### config.mk
export PLATFORM = sky130hd
export DESIGN_NAME = prod_matrix_launcher
export DESIGN_NICKNAME = d
export VERILOG_FILES = /design/src/rtl/prod_matrix_launcher.sv
export SDC_FILE = /design/constraint.sdc
export NUM_CORES = 1
export LEC_CHECK = 0
export ABC_AREA = 1
export CORE_ASPECT_RATIO = 1.2
export CORE_MARGIN = 3
export CORE_UTILIZATION = 54
export CTS_CLUSTER_DIAMETER = 80
export DETAILED_ROUTE_END_ITERATION = 16
export MAX_ROUTING_LAYER = met4
export PLACE_DENSITY = 0.77
export SKIP_CTS_REPAIR_TIMING = 1
export SLEW_MARGIN = 5
export SYNTH_ARGS = -nofsm -noshare
export SYNTH_HDL_FRONTEND = slang
export SYNTH_SLANG_ARGS = --single-unit
### constraint.sdc
create_clock -name clock -period 12 [get_ports clock]
set_input_delay 1.8 -clock clock [delete_from_list [all_inputs] [get_ports clock]]
set_output_delay 1.8 -clock clock [all_outputs]
set_load 0.05 [all_outputs]
### src/rtl/prod_matrix_launcher.sv
// rtl/prod_matrix_launcher.sv - job queue and call sequencer for the prod_matrix component
module prod_matrix_launcher #(
   parameter int QDEPTH     = 4,
   parameter int SLOW_LIMIT = 100000
) (
   input  logic        clock,
   input  logic        reset,
   input  logic        job_valid,
   output logic        job_ready,
   input  logic [63:0] job_v,
   input  logic [63:0] job_r,
   input  logic [31:0] job_row,
   input  logic [31:0] job_col,
   output logic        pm_start,
   input  logic        pm_busy,
   input  logic        pm_done,
   output logic        pm_stall,
   output logic [63:0] pm_v,
   output logic [63:0] pm_r,
   output logic [31:0] pm_row,
   output logic [31:0] pm_col,
   output logic        res_valid,
   input  logic        res_ready,
   output logic [7:0]  res_id,
   output logic [31:0] res_cycles,
   output logic        res_slow,
   output logic        res_skip,
   output logic [4:0]  pending
);

   localparam int          AW    = $clog2(QDEPTH);
   localparam logic [4:0]  DEPTH = 5'(QDEPTH);
   localparam logic [31:0] SLOW  = 32'(SLOW_LIMIT);

   localparam logic [2:0] S_IDLE   = 3'd0;
   localparam logic [2:0] S_LOAD   = 3'd1;
   localparam logic [2:0] S_CALL   = 3'd2;
   localparam logic [2:0] S_RUN    = 3'd3;
   localparam logic [2:0] S_REPORT = 3'd4;

   // Queue entry layout: {v, r, row, col}
   logic [191:0]  mem_q [QDEPTH];
   logic [191:0]  mem_d [QDEPTH];
   logic [AW-1:0] wr_ptr_q, wr_ptr_d;
   logic [AW-1:0] rd_ptr_q, rd_ptr_d;
   logic [4:0]    count_q, count_d;

   logic [2:0]    state_q, state_d;
   logic [63:0]   v_q, v_d, r_q, r_d;
   logic [31:0]   row_q, row_d, col_q, col_d;
   logic [31:0]   cnt_q, cnt_d;
   logic [31:0]   cyc_q, cyc_d;
   logic          slow_q, slow_d;
   logic          skip_q, skip_d;
   logic [7:0]    id_q, id_d;

   logic          push, pop;
   logic [31:0]   cnt_inc;

   // Occupancy alone decides readiness, so a same-cycle pop never frees a full queue
   assign job_ready = (count_q < DEPTH);
   assign push      = job_valid && job_ready;
   assign pop       = (state_q == S_IDLE) && (count_q != 5'd0);
   assign cnt_inc   = (cnt_q == 32'hFFFF_FFFF) ? cnt_q : cnt_q + 32'd1;

   assign pm_start   = (state_q == S_CALL);
   assign pm_stall   = (state_q != S_RUN);
   assign pm_v       = v_q;
   assign pm_r       = r_q;
   assign pm_row     = row_q;
   assign pm_col     = col_q;
   assign res_valid  = (state_q == S_REPORT);
   assign res_id     = id_q;
   assign res_cycles = cyc_q;
   assign res_slow   = slow_q;
   assign res_skip   = skip_q;
   assign pending    = count_q;

   // Queue storage, pointers and occupancy next-state
   always_comb begin
      mem_d    = mem_q;
      wr_ptr_d = wr_ptr_q;
      rd_ptr_d = rd_ptr_q;
      count_d  = count_q;
      if (push) begin
         mem_d[wr_ptr_q] = {job_v, job_r, job_row, job_col};
         wr_ptr_d        = wr_ptr_q + AW'(1);
      end
      if (pop) begin
         rd_ptr_d = rd_ptr_q + AW'(1);
      end
      case ({push, pop})
         2'b10:   count_d = count_q + 5'd1;
         2'b01:   count_d = count_q - 5'd1;
         default: count_d = count_q;
      endcase
   end

   // Call sequencer: pop, screen degenerate jobs, call, time, report
   always_comb begin
      state_d = state_q;
      v_d     = v_q;
      r_d     = r_q;
      row_d   = row_q;
      col_d   = col_q;
      cnt_d   = cnt_q;
      cyc_d   = cyc_q;
      slow_d  = slow_q;
      skip_d  = skip_q;
      id_d    = id_q;
      case (state_q)
         S_IDLE: begin
            if (pop) begin
               {v_d, r_d, row_d, col_d} = mem_q[rd_ptr_q];
               state_d = S_LOAD;
            end
         end
         S_LOAD: begin
            if (row_q == 32'd0 || col_q == 32'd0) begin
               cyc_d   = 32'd0;
               slow_d  = 1'b0;
               skip_d  = 1'b1;
               state_d = S_REPORT;
            end else begin
               state_d = S_CALL;
            end
         end
         S_CALL: begin
            if (!pm_busy) begin
               cnt_d   = 32'd0;
               state_d = S_RUN;
            end
         end
         S_RUN: begin
            if (pm_done) begin
               cyc_d   = cnt_inc;
               slow_d  = (cnt_inc >= SLOW);
               skip_d  = 1'b0;
               state_d = S_REPORT;
            end else begin
               cnt_d = cnt_inc;
            end
         end
         S_REPORT: begin
            if (res_ready) begin
               id_d    = id_q + 8'd1;
               state_d = S_IDLE;
            end
         end
         default: state_d = S_IDLE;
      endcase
   end

   // Queue payload registers; contents are don't-care while empty, so no reset
   always_ff @(posedge clock) begin
      mem_q <= mem_d;
   end

   // Control and result registers
   always_ff @(posedge clock) begin
      if (reset) begin
         wr_ptr_q <= '0;
         rd_ptr_q <= '0;
         count_q  <= '0;
         state_q  <= S_IDLE;
         v_q      <= '0;
         r_q      <= '0;
         row_q    <= '0;
         col_q    <= '0;
         cnt_q    <= '0;
         cyc_q    <= '0;
         slow_q   <= 1'b0;
         skip_q   <= 1'b0;
         id_q     <= '0;
      end else begin
         wr_ptr_q <= wr_ptr_d;
         rd_ptr_q <= rd_ptr_d;
         count_q  <= count_d;
         state_q  <= state_d;
         v_q      <= v_d;
         r_q      <= r_d;
         row_q    <= row_d;
         col_q    <= col_d;
         cnt_q    <= cnt_d;
         cyc_q    <= cyc_d;
         slow_q   <= slow_d;
         skip_q   <= skip_d;
         id_q     <= id_d;
      end
   end

endmodule

==> metrics.md <==
| Metric | Value |
|---|---|
| Switching power | `4.565 mW` |
| Top-count cell post-synth | `nor2_1` |
| Vias in the first global route | `26753` |
| Synth async-reset ratio | `0%` |
| Core Rows | `107` |
| HP Class | `reg -> reg` |
| Yosys reg bits | `1046` |
| Cell area power density | `251.9 mW/mm2` |
| Total grt overflow | `0` |
| YS warnings | `0` |
| Fin crit share | `39.20%` |
| Fin nets | `3984` |
| Area leader, netlist | `edfxtp_1` |
| Mapped Avg Cell Area | `11.49 um2` |
| Worst setup SP type | `primary input` |
| Sequential fraction of the synthesis area | `72.68%` |
| Power Total | `12.06 mW` |
| CTS tree | `built` |
| Layout cells sized above 1 | `5.440%` |
| H-tree Lvls | `3` |
| Synth top area cells | `edfxtp_1, dfxtp_1, o21ai_0` |
| Data arrival, critical path | `4980 ps` |
| Clk buf depth | `3` |
| FMAX | `212.6 MHz` |
| Synthesis-to-layout area growth | `21.51%` |
| WL final | `100600 um` |
| Initial DRC Count | `2090` |
| Synth cell count leaders | `nor2_1, edfxtp_1, o21ai_0` |
| Worst vdd ir | `0.3182 mV` |
| Starting Density | `54.99%` |
| Initial antenna violation count | `26` |
| Leak pwr | `16.32 nW` |
| Die area | `0.07623 mm2` |
| Share of the synthesized area in the top cell type | `58.55%` |
| Setup violators final | `0` |
| CTS Buf Count | `99` |
| Clk_skew | `27.86 ps` |
| Post-Syn Area | `0.03939 mm2` |
| Slew HR | `16.01%` |
| CP max stage delay | `920 ps` |
| Pint | `7.490 mW` |
| Largest delay share family, worst path | `buffers and inverters` |
| Sw Ratio | `37.87%` |
| Final period demand of the worst path | `4704 ps` |
| Status | `finished, final reports clean` |
| Fin. Hold Viols | `0` |
| DRC viols | `0` |
| Clock Power Share | `26.3%` |
| Clock sinks | `1046` |
| EDFF count, synth | `768` |
| WS Path Type | `in -> reg` |
| Post-Synthesis Cells | `3427` |
| Post-DR vias/cell | `5.708` |
| Die height | `301.9 um` |
| 1st-pass router iterations | `9` |
| Gr usage total | `26.62%` |
| Setup TNS | `0 ps` |
| Synth unique cells | `36` |
| RSZ-0062 raised after global routing | `no` |
| Max Slew Vio Count | `0` |
| Top-Level Pins | `441` |
| CP max FO | `65` |
| Pin count of the biggest net entering global routing | `219` |
| Maxcap violations | `0` |
| Critical path required time | `12270 ps` |
| Clock Pin Slew Worst Setup and Hold Paths | `70 ps` |
| Core box area | `0.07162 mm2` |
| Worst-margin pin slew | `1260 ps` |
| Most used cell, CP | `buf_4` |
| Crit-path cells | `clkdlybuf4s50_1 -> nand2_1 -> nor2_4 -> buf_4 -> buf_4` |
| Primary FF master, synth | `edfxtp_1` |
| Placer Congestion | `1.014` |
| Clk Tree Root Cell | `clkbuf_16` |
| Slowest stage cell on the critical path | `buf_4` |
| First-pass GRT wire length | `152500 um` |
| Sequential Power Share | `40.3%` |
| Via Count | `27485` |
| Crit. End Element | `flip-flop` |
| Chip width | `252.5 um` |
| DR WL/cell | `20.90 um` |
| Comb pwr share | `33.4%` |
| Worst path bufs/invs | `3` |
| DP Wirelength | `58290 um` |
| Worst skew pair latency | `650 ps` |
| Post-Syn Nets | `3636` |
| # port buffers | `440` |
| Detail Route Antenna Nets | `0` |
[registers in the layout, summed over array words and instances, names as in the netlist]
register and count:
res_id 8, pm_r 64, pm_row 32, rd_ptr_q 2, pm_v 64, res_cycles 32, res_slow 1, res_skip 1
cnt_q 32, wr_ptr_q 2, mem_q 768, state_q 3, pm_col 32, pending 5
[area by class of cell]
| class | instances | area, um2 |
|---|---|---|
| antenna | 29 | 72.57 |
| clock buffer | 129 | 2735 |
| clock inverter | 57 | 620.6 |
| fill | 5094 | 23760 |
| inverter | 72 | 295.3 |
| multi-input combinational | 2090 | 9694 |
| sequential | 1046 | 28640 |
| tap | 926 | 1159 |
| timing repair buffer | 466 | 4649 |
[final timing paths]
kind | to | start | slack, ps | depth (start not counted)
setup reg to reg | mem_q[103]$_DFFE_PP_ | pending[2]$_SDFFE_PP0P_ | 8070 | 5
hold / removal | res_id[7]$_SDFFE_PP0P_ | res_id[7]$_SDFFE_PP0P_ | 470 | 1
setup / recovery | mem_q[103]$_DFFE_PP_ | job_valid | 7300 | 5
hold reg to reg | res_id[7]$_SDFFE_PP0P_ | res_id[7]$_SDFFE_PP0P_ | 470 | 1
[routing by layer]
layer	global-route usage, %	share of wire (%)	vias up
li1	-	-	12950
met1	30.86	38	13296
met2	44.83	50	1021
met3	5.796	7.8	218
met4	11.69	4.0	0
met5	-	0	-
[cell families after synthesis]
| kind of cell | count (synthesis) | share of synthesized area [%] |
|---|---|---|
| AO/OA/AOI/OAI | 939 | 12.66 |
| XOR/XNOR | 7 | 0.1557 |
| adder cells (fa/ha/maj) | 11 | 0.3685 |
| buffers and inverters | 291 | 2.821 |
| flip-flops | 1046 | 72.68 |
| AND/OR/NAND/NOR | 1133 | 11.32 |
[metrics by stage]
stage	cells	utilization [%]	area (um2)	hold slack, ps	worst slack [ps]
after detailed placement	4600	62.04	44430	460.4	6641
after floorplan	3427	-	39390	490.3	983.4
after CTS	4786	66.72	47790	469.8	7328
after global placement	4600	62.04	44430	457.2	6673
final	4815	66.82	47860	468.1	7296
after global routing	4812	66.81	47850	491.3	7200
[power by group through the flow]
stage          sequential (mW)  combinational, mW  clock (mW)
2_1_floorplan             5.77               1.89           0
3_3_place_gp              4.92               3.90           0
3_5_place_dp              4.92               4.01           0
4_1_cts                   4.86               4.03        3.21
5_1_grt                   4.91               4.38        3.36
6_report                  4.86               4.03        3.17
[placed cells by master, fill, tap and decap left out, types with 3 or more instances in the layout]
master	n
inv_1	65
nor2_4	7
clkbuf_16	102
buf_12	4
ha_1	10
clkinv_4	3
nand4_1	15
nand2_1	188
nor4_1	16
a21oi_1	79
inv_2	3
nor2_1	849
clkinv_1	10
nand2_2	4
diode_2	29
clkbuf_8	8
xnor2_1	5
bufinv_16	9
inv_6	4
buf_4	22
clkdlybuf4s50_1	440
nand3_1	34
clkbuf_1	18
clkinvlp_4	5
clkinv_2	23
nand3b_1	7
o21ai_0	657
a31oi_1	194
edfxtp_1	768
dfxtp_1	276
nor3_1	7
No activity file was read; power rests on OpenSTA's default activity.
